## src/rtl/fetch_queue_if.sv

```systemverilog
// Fetch-to-decode handshake bundle: the fetch push side (in_*) and the decode pop side (out_*).
// The queue binds to the slave modport and the fetch/decode side to the master modport.
interface fetch_queue_if #(
    parameter int EXC_W = 8
);
    logic             in_valid;
    logic             in_ready;
    logic [31:0]      in_pc;
    logic [31:0]      in_instr;
    logic [EXC_W-1:0] in_except;
    logic             in_slot;

    logic             out_valid;
    logic             out_ready;
    logic [31:0]      out_pc;
    logic [31:0]      out_instr;
    logic [EXC_W-1:0] out_except;
    logic             out_slot;

    modport slave (
        input  in_valid, in_pc, in_instr, in_except, in_slot, out_ready,
        output in_ready, out_valid, out_pc, out_instr, out_except, out_slot
    );

    modport master (
        output in_valid, in_pc, in_instr, in_except, in_slot, out_ready,
        input  in_ready, out_valid, out_pc, out_instr, out_except, out_slot
    );
endinterface

```

## src/rtl/fetch_queue.sv

```systemverilog
// Instruction fetch queue: circular buffer between fetch and decode, with flush.
// Define FETCH_QUEUE_BYPASS_EN to forward a push straight to decode when the queue is empty.
module fetch_queue #(
    parameter int DEPTH = 4,
    parameter int EXC_W = 8
) (
    input  logic                   clk,
    input  logic                   rst,
    input  logic                   flush,
    fetch_queue_if.slave           fq,
    output logic [$clog2(DEPTH):0] count,
    output logic                   full,
    output logic                   empty
);
    localparam int AW = $clog2(DEPTH);
    localparam logic [AW:0] PTR_ONE = {{AW{1'b0}}, 1'b1};

    typedef struct packed {
        logic [31:0]      pc;
        logic [31:0]      instr;
        logic [EXC_W-1:0] exc;
        logic             slot;
    } entry_t;

    entry_t      mem_q [DEPTH];
    logic [AW:0] wr_ptr_q, wr_ptr_d;
    logic [AW:0] rd_ptr_q, rd_ptr_d;
    logic [AW:0] count_q, count_d;

    entry_t in_ent, head, out_ent;
    logic   byp, push, pop, wr_en, rd_en;

    always_comb begin
        in_ent = '{pc: fq.in_pc, instr: fq.in_instr, exc: fq.in_except, slot: fq.in_slot};
        head   = mem_q[rd_ptr_q[AW-1:0]];

        // Equal index bits: the MSB tells a wrapped-full buffer from an empty one.
        empty = (wr_ptr_q == rd_ptr_q);
        full  = (wr_ptr_q[AW-1:0] == rd_ptr_q[AW-1:0]) && (wr_ptr_q[AW] != rd_ptr_q[AW]);

`ifdef FETCH_QUEUE_BYPASS_EN
        byp = empty && fq.in_valid && !flush && !rst;
`else
        byp = 1'b0;
`endif

        fq.in_ready  = !full && !flush && !rst;
        fq.out_valid = (!empty || byp) && !flush && !rst;

        out_ent        = byp ? in_ent : head;
        fq.out_pc      = out_ent.pc;
        fq.out_instr   = out_ent.instr;
        fq.out_except  = out_ent.exc;
        fq.out_slot    = out_ent.slot;

        push  = fq.in_valid && fq.in_ready;
        pop   = fq.out_valid && fq.out_ready;
        // A bypassed entry consumed in the same cycle never touches storage.
        wr_en = push && !(byp && pop);
        rd_en = pop && !byp;

        wr_ptr_d = wr_en ? wr_ptr_q + PTR_ONE : wr_ptr_q;
        rd_ptr_d = rd_en ? rd_ptr_q + PTR_ONE : rd_ptr_q;
        count_d  = count_q;
        case ({wr_en, rd_en})
            2'b10:   count_d = count_q + PTR_ONE;
            2'b01:   count_d = count_q - PTR_ONE;
            default: count_d = count_q;
        endcase

        if (flush) begin
            wr_ptr_d = '0;
            rd_ptr_d = '0;
            count_d  = '0;
        end
    end

    always_ff @(posedge clk or posedge rst) begin
        if (rst) begin
            wr_ptr_q <= '0;
            rd_ptr_q <= '0;
            count_q  <= '0;
        end else begin
            wr_ptr_q <= wr_ptr_d;
            rd_ptr_q <= rd_ptr_d;
            count_q  <= count_d;
        end
    end

    always_ff @(posedge clk) begin
        if (wr_en) mem_q[wr_ptr_q[AW-1:0]] <= in_ent;
    end

    assign count = count_q;
endmodule

```

## src/flat_wrapper.sv

```systemverilog
// flat-port wrapper written by rule: the top's interface ports become plain ports
module fetch_queue_flat 
#(
    parameter int DEPTH = 4,
    parameter int EXC_W = 8
)
  (clk, rst, flush, count, full, empty, fq_in_valid, fq_in_pc, fq_in_instr, fq_in_except, fq_in_slot, fq_out_ready, fq_in_ready, fq_out_valid, fq_out_pc, fq_out_instr, fq_out_except, fq_out_slot);
  fetch_queue_if #(.EXC_W(EXC_W)) fq_i ();
  input  logic clk;
  input  logic rst;
  input  logic flush;
  output logic [$clog2(DEPTH):0] count;
  output logic full;
  output logic empty;
  input wire logic [$bits(fq_i.in_valid)-1:0] fq_in_valid;
  input wire logic [$bits(fq_i.in_pc)-1:0] fq_in_pc;
  input wire logic [$bits(fq_i.in_instr)-1:0] fq_in_instr;
  input wire logic [$bits(fq_i.in_except)-1:0] fq_in_except;
  input wire logic [$bits(fq_i.in_slot)-1:0] fq_in_slot;
  input wire logic [$bits(fq_i.out_ready)-1:0] fq_out_ready;
  output wire logic [$bits(fq_i.in_ready)-1:0] fq_in_ready;
  output wire logic [$bits(fq_i.out_valid)-1:0] fq_out_valid;
  output wire logic [$bits(fq_i.out_pc)-1:0] fq_out_pc;
  output wire logic [$bits(fq_i.out_instr)-1:0] fq_out_instr;
  output wire logic [$bits(fq_i.out_except)-1:0] fq_out_except;
  output wire logic [$bits(fq_i.out_slot)-1:0] fq_out_slot;
  assign fq_i.in_valid = fq_in_valid;
  assign fq_i.in_pc = fq_in_pc;
  assign fq_i.in_instr = fq_in_instr;
  assign fq_i.in_except = fq_in_except;
  assign fq_i.in_slot = fq_in_slot;
  assign fq_i.out_ready = fq_out_ready;
  assign fq_in_ready = fq_i.in_ready;
  assign fq_out_valid = fq_i.out_valid;
  assign fq_out_pc = fq_i.out_pc;
  assign fq_out_instr = fq_i.out_instr;
  assign fq_out_except = fq_i.out_except;
  assign fq_out_slot = fq_i.out_slot;
  fetch_queue #(.DEPTH(DEPTH), .EXC_W(EXC_W)) u_core (.clk(clk), .rst(rst), .flush(flush), .fq(fq_i), .count(count), .full(full), .empty(empty));
endmodule
```

## config.mk

```make
export PLATFORM = sky130hd
export DESIGN_NAME = fetch_queue_flat
export DESIGN_NICKNAME = d
export VERILOG_FILES = /design/src/rtl/fetch_queue_if.sv /design/src/rtl/fetch_queue.sv /design/src/flat_wrapper.sv
export SDC_FILE = /design/constraint.sdc
export NUM_CORES = 1
export LEC_CHECK = 0
export ABC_AREA = 1
export CELL_PAD_IN_SITES_DETAIL_PLACEMENT = 1
export CELL_PAD_IN_SITES_GLOBAL_PLACEMENT = 1
export CORE_ASPECT_RATIO = 0.7
export CORE_MARGIN = 5
export CORE_UTILIZATION = 45
export DETAILED_ROUTE_END_ITERATION = 8
export PLACE_DENSITY = 0.77
export REMOVE_ABC_BUFFERS = 1
export SYNTH_ARGS = -nofsm -noshare
export SYNTH_HDL_FRONTEND = slang
export SYNTH_SLANG_ARGS = --single-unit
```

## constraint.sdc

```tcl
create_clock -name clk -period 5.5 [get_ports clk]
set_input_delay 1.1 -clock clk [delete_from_list [all_inputs] [get_ports clk]]
set_output_delay 1.1 -clock clk [all_outputs]
set_load 0.01 [all_outputs]
```

==> flow_summary.ini <==
[final_layout]
multi_input_area_um2 = 2180
fin_nets = 1033
antenna_cells = 0
fin_cells = 1297
drive_gt1_frac = 0.0885
regArea_um2 = 9000
fillers = 2376
design_area_um2 = 14400
area.growth.synth_to_final_pct = 25.8

[sta]
hold_viol_final = 0
period_needed_ns = 4.57
fmax_mhz = 219
setup_violations = 0
worst_pin_slew_ns = 1.12
finalClockSkew_ns = 0.0140
slew_headroom = 0.254
rsz0062_at_grt = no
whs_ns = 0.593
drv_slew = 0
setup_ws_ns = 0.928
finalCritPeriodShare = 0.831

[floorplanning]
start_util = 0.461
die_area_um2 = 28700
die_h_um = 143
die_w_um = 200
ios = 158
rows = 48
coreArea_um2 = 24800

[worst_setup_path]
arrival_ns = 3.47
slowest_stage = dfrtp_4
cp-end-kind = primary output
path_class = flip-flop to primary output
slowest_delay_ns = 0.88
startpoint_type = flip-flop
crit_fanout = 82
critPathRequiredTime_ns = 4.40
rr_worst_depth = 15
crit_chain = buf_4 > o21ai_0 > o22ai_1 > clkdlybuf4s50_1

[synth]
synth_compound_area_frac = 0.107
synthTopCellsByCount = 292 x edfxtp_1, 151 x nor2_1, 146 x o21ai_0, 73 x o22ai_1, 34 x clkbuf_1
synth_ff_type = edfxtp_1
syn_inst = 798
syn_avg_cell_area_um2 = 14.3
synthArstFlopShare = 0.0299
yosysTopAreaCell = edfxtp_1
synth_cell_types = 26
synth_seq_cells = 301
synth-seq-area-share = 0.787
syn-cell-area_um2 = 11400
synthXorXnorAreaFrac = 0.000766
synth_fa_ha_area_frac = 0.00723
synth_top_family_by_area = compound AO/OA/AOI/OAI gates
yosys-top-cells-area = edfxtp_1 77%, o21ai_0 6.4%, nor2_1 5.0%
synthMuxAreaShare = 0
synth_top_area_frac = 0.767
yosysMostFrequentCell = edfxtp_1
synth-edff-count = 292
yosysWarnings = 0
synthSimpleGateAreaFrac = 0.0736

[place]
dpl-instance-area_um2 = 13400
hpwl_um = 17600
io_buffers = 157
gp_congestion = 0.738
post-place-ws_ns = 1.52
dpl.cell_count = 1243

[drt]
drc_errors = 0
ant_nets = 0
finalWirelength_um = 29400
viasPerCell = 5.54
num_vias = 7181
wire_per_inst_um = 22.7
first_pass_iters = 4
drt_iter0_drc = 383

[global_route]
grt_pass1_wl_um = 45600
grt_max_degree = 83
antenna_found_initial = 1
gr-total-overflow = 0
track_usage = 0.201
grt_pass1_vias = 7817

[clocking]
cts_tree = done
cts_setup_buffers = 0
cts_buffer_depth = 3
ctsHtreeMaxLevel = 1
cts_resized = 0
cts_root_buf = clkbuf_16
clk-insertion-delay-late_ns = 0.55
hold_buffers = 0
cts.clk_slew.worst_paths_ns = 0.07
numCtsBuffers = 29
cts_sinks = 301

[outcome]
status = finished clean

[min_path]
hold_class = flip-flop to flip-flop
hold_depth = 2

[job]
drv_cap = 0

[power_and_ir_drop]
power_mw = 4.92
ir_drop_uv = 285
p_per_area_nw_per_um2 = 342
leakage_nw = 4.84
==> power breakdown <==
| part | switching, mW | leakage, nW | internal (mW) |
|---|---|---|---|
| Combinational | 0.130 | 1.59 | 0.118 |
| Sequential | 0.0122 | 2.76 | 2.54 |
| Clock | 0.863 | 0.487 | 1.25 |
| Total | 1.01 | 4.84 | 3.91 |
==> path summary, 6_finish.rpt <==
kind	from	endpoint	slack, ns
worst max-delay path	u_core.rd_ptr_q[0]	fq_out_pc[2]	0.93
worst min-delay path	u_core.wr_ptr_q[2]	u_core.wr_ptr_q[2]	0.59
worst max register to register	u_core.rd_ptr_q[0]	u_core.count[2]	2.14
worst min register to register	u_core.wr_ptr_q[2]	u_core.wr_ptr_q[2]	0.59
max in group asynchronous	rst	u_core.rd_ptr_q[0]	4.31
min in group asynchronous	rst	u_core.count[2]	0.87
==> routing by layer <==
| layer | share of wire | wire length (um) | track usage | vias to the layer above |
|---|---|---|---|---|
| met3 | 0.055 | 1620 | 0.0406 | 32 |
| met4 | 0.011 | 335 | 0.0300 | 2 |
| li1 | - | - | - | 3274 |
| met5 | 0.00044 | 13 | 0 | - |
| met1 | 0.45 | 13100 | 0.275 | 3669 |
| met2 | 0.49 | 14300 | 0.348 | 204 |
==> critical path: cells and delay by family, from the launching register on <==
kind | cells | cell delay, ns
buffers and inverters | 2 | 1.37
DFF | 1 | 0.88
AOI/OAI and AO/OA | 2 | 0.59
==> final cells by class <==
cell class / instances / share of cell area
repair buffers: 168 / 0.118
flip-flops and latches: 301 / 0.626
clock inverters: 24 / 0.0202
clock buffers: 30 / 0.0507
inverters: 21 / 0.00583
well taps: 325 / 0.0283
multi-input cells: 428 / 0.151
==> stage by stage <==
step,setup TNS (ns),util
6_report,0,0.580
5_1_grt,0,0.580
3_5_place_dp,0,0.539
2_1_floorplan,-612.40,-
4_1_cts,0,0.580
3_3_place_gp,0,0.539
==> cell families (layout without fill, tap and decap cells) <==
| kind of cell | Yosys count | count (layout) |
|---|---|---|
| flops | 301 | 301 |
| compound gates | 225 | 225 |
| simple gates | 196 | 196 |
| buf+inv | 69 | 243 |
| fa+ha+maj | 6 | 6 |
| xor+xnor | 1 | 1 |
==> state kept, by name (all words and copies together), names as in the netlist <==
signal           cells
u_core.count         3
u_core.mem_q       292
u_core.wr_ptr_q      3
u_core.rd_ptr_q      3
==> layout by cell type, fill, tap and decap left out <==
| master | Yosys | final |
|---|---|---|
| nor2_4 | 1 | 5 |
| edfxtp_1 | 292 | 292 |
| clkbuf_1 | 34 | 1 |
| dfrtp_2 | 0 | 1 |
| o21ai_0 | 146 | 146 |
| nand2_4 | 4 | 4 |
| inv_4 | 1 | 2 |
| nor2_1 | 151 | 148 |
| clkinv_2 | 0 | 8 |
| clkinv_1 | 1 | 3 |
| o21ai_1 | 5 | 5 |
| clkdlybuf4s50_1 | 0 | 157 |
| clkbuf_16 | 0 | 29 |
| dfrtp_1 | 9 | 7 |
| dfrtp_4 | 0 | 1 |
| bufinv_16 | 0 | 6 |
| nand2_1 | 24 | 24 |
| o22ai_1 | 73 | 73 |
| fa_1 | 1 | 1 |
| nand2_2 | 4 | 4 |
| a21oi_1 | 1 | 1 |
| xnor2_1 | 1 | 1 |
| clkinv_4 | 0 | 1 |
| buf_12 | 0 | 3 |
| nor3_1 | 1 | 1 |
| buf_4 | 0 | 8 |
| clkinvlp_4 | 0 | 6 |
| inv_2 | 5 | 4 |
| nand3_4 | 3 | 3 |
| ha_1 | 5 | 5 |
| inv_6 | 0 | 1 |
| nand3_1 | 4 | 4 |
| inv_1 | 14 | 14 |
| nand4_1 | 3 | 3 |
Power figures use the tool's default switching activity.
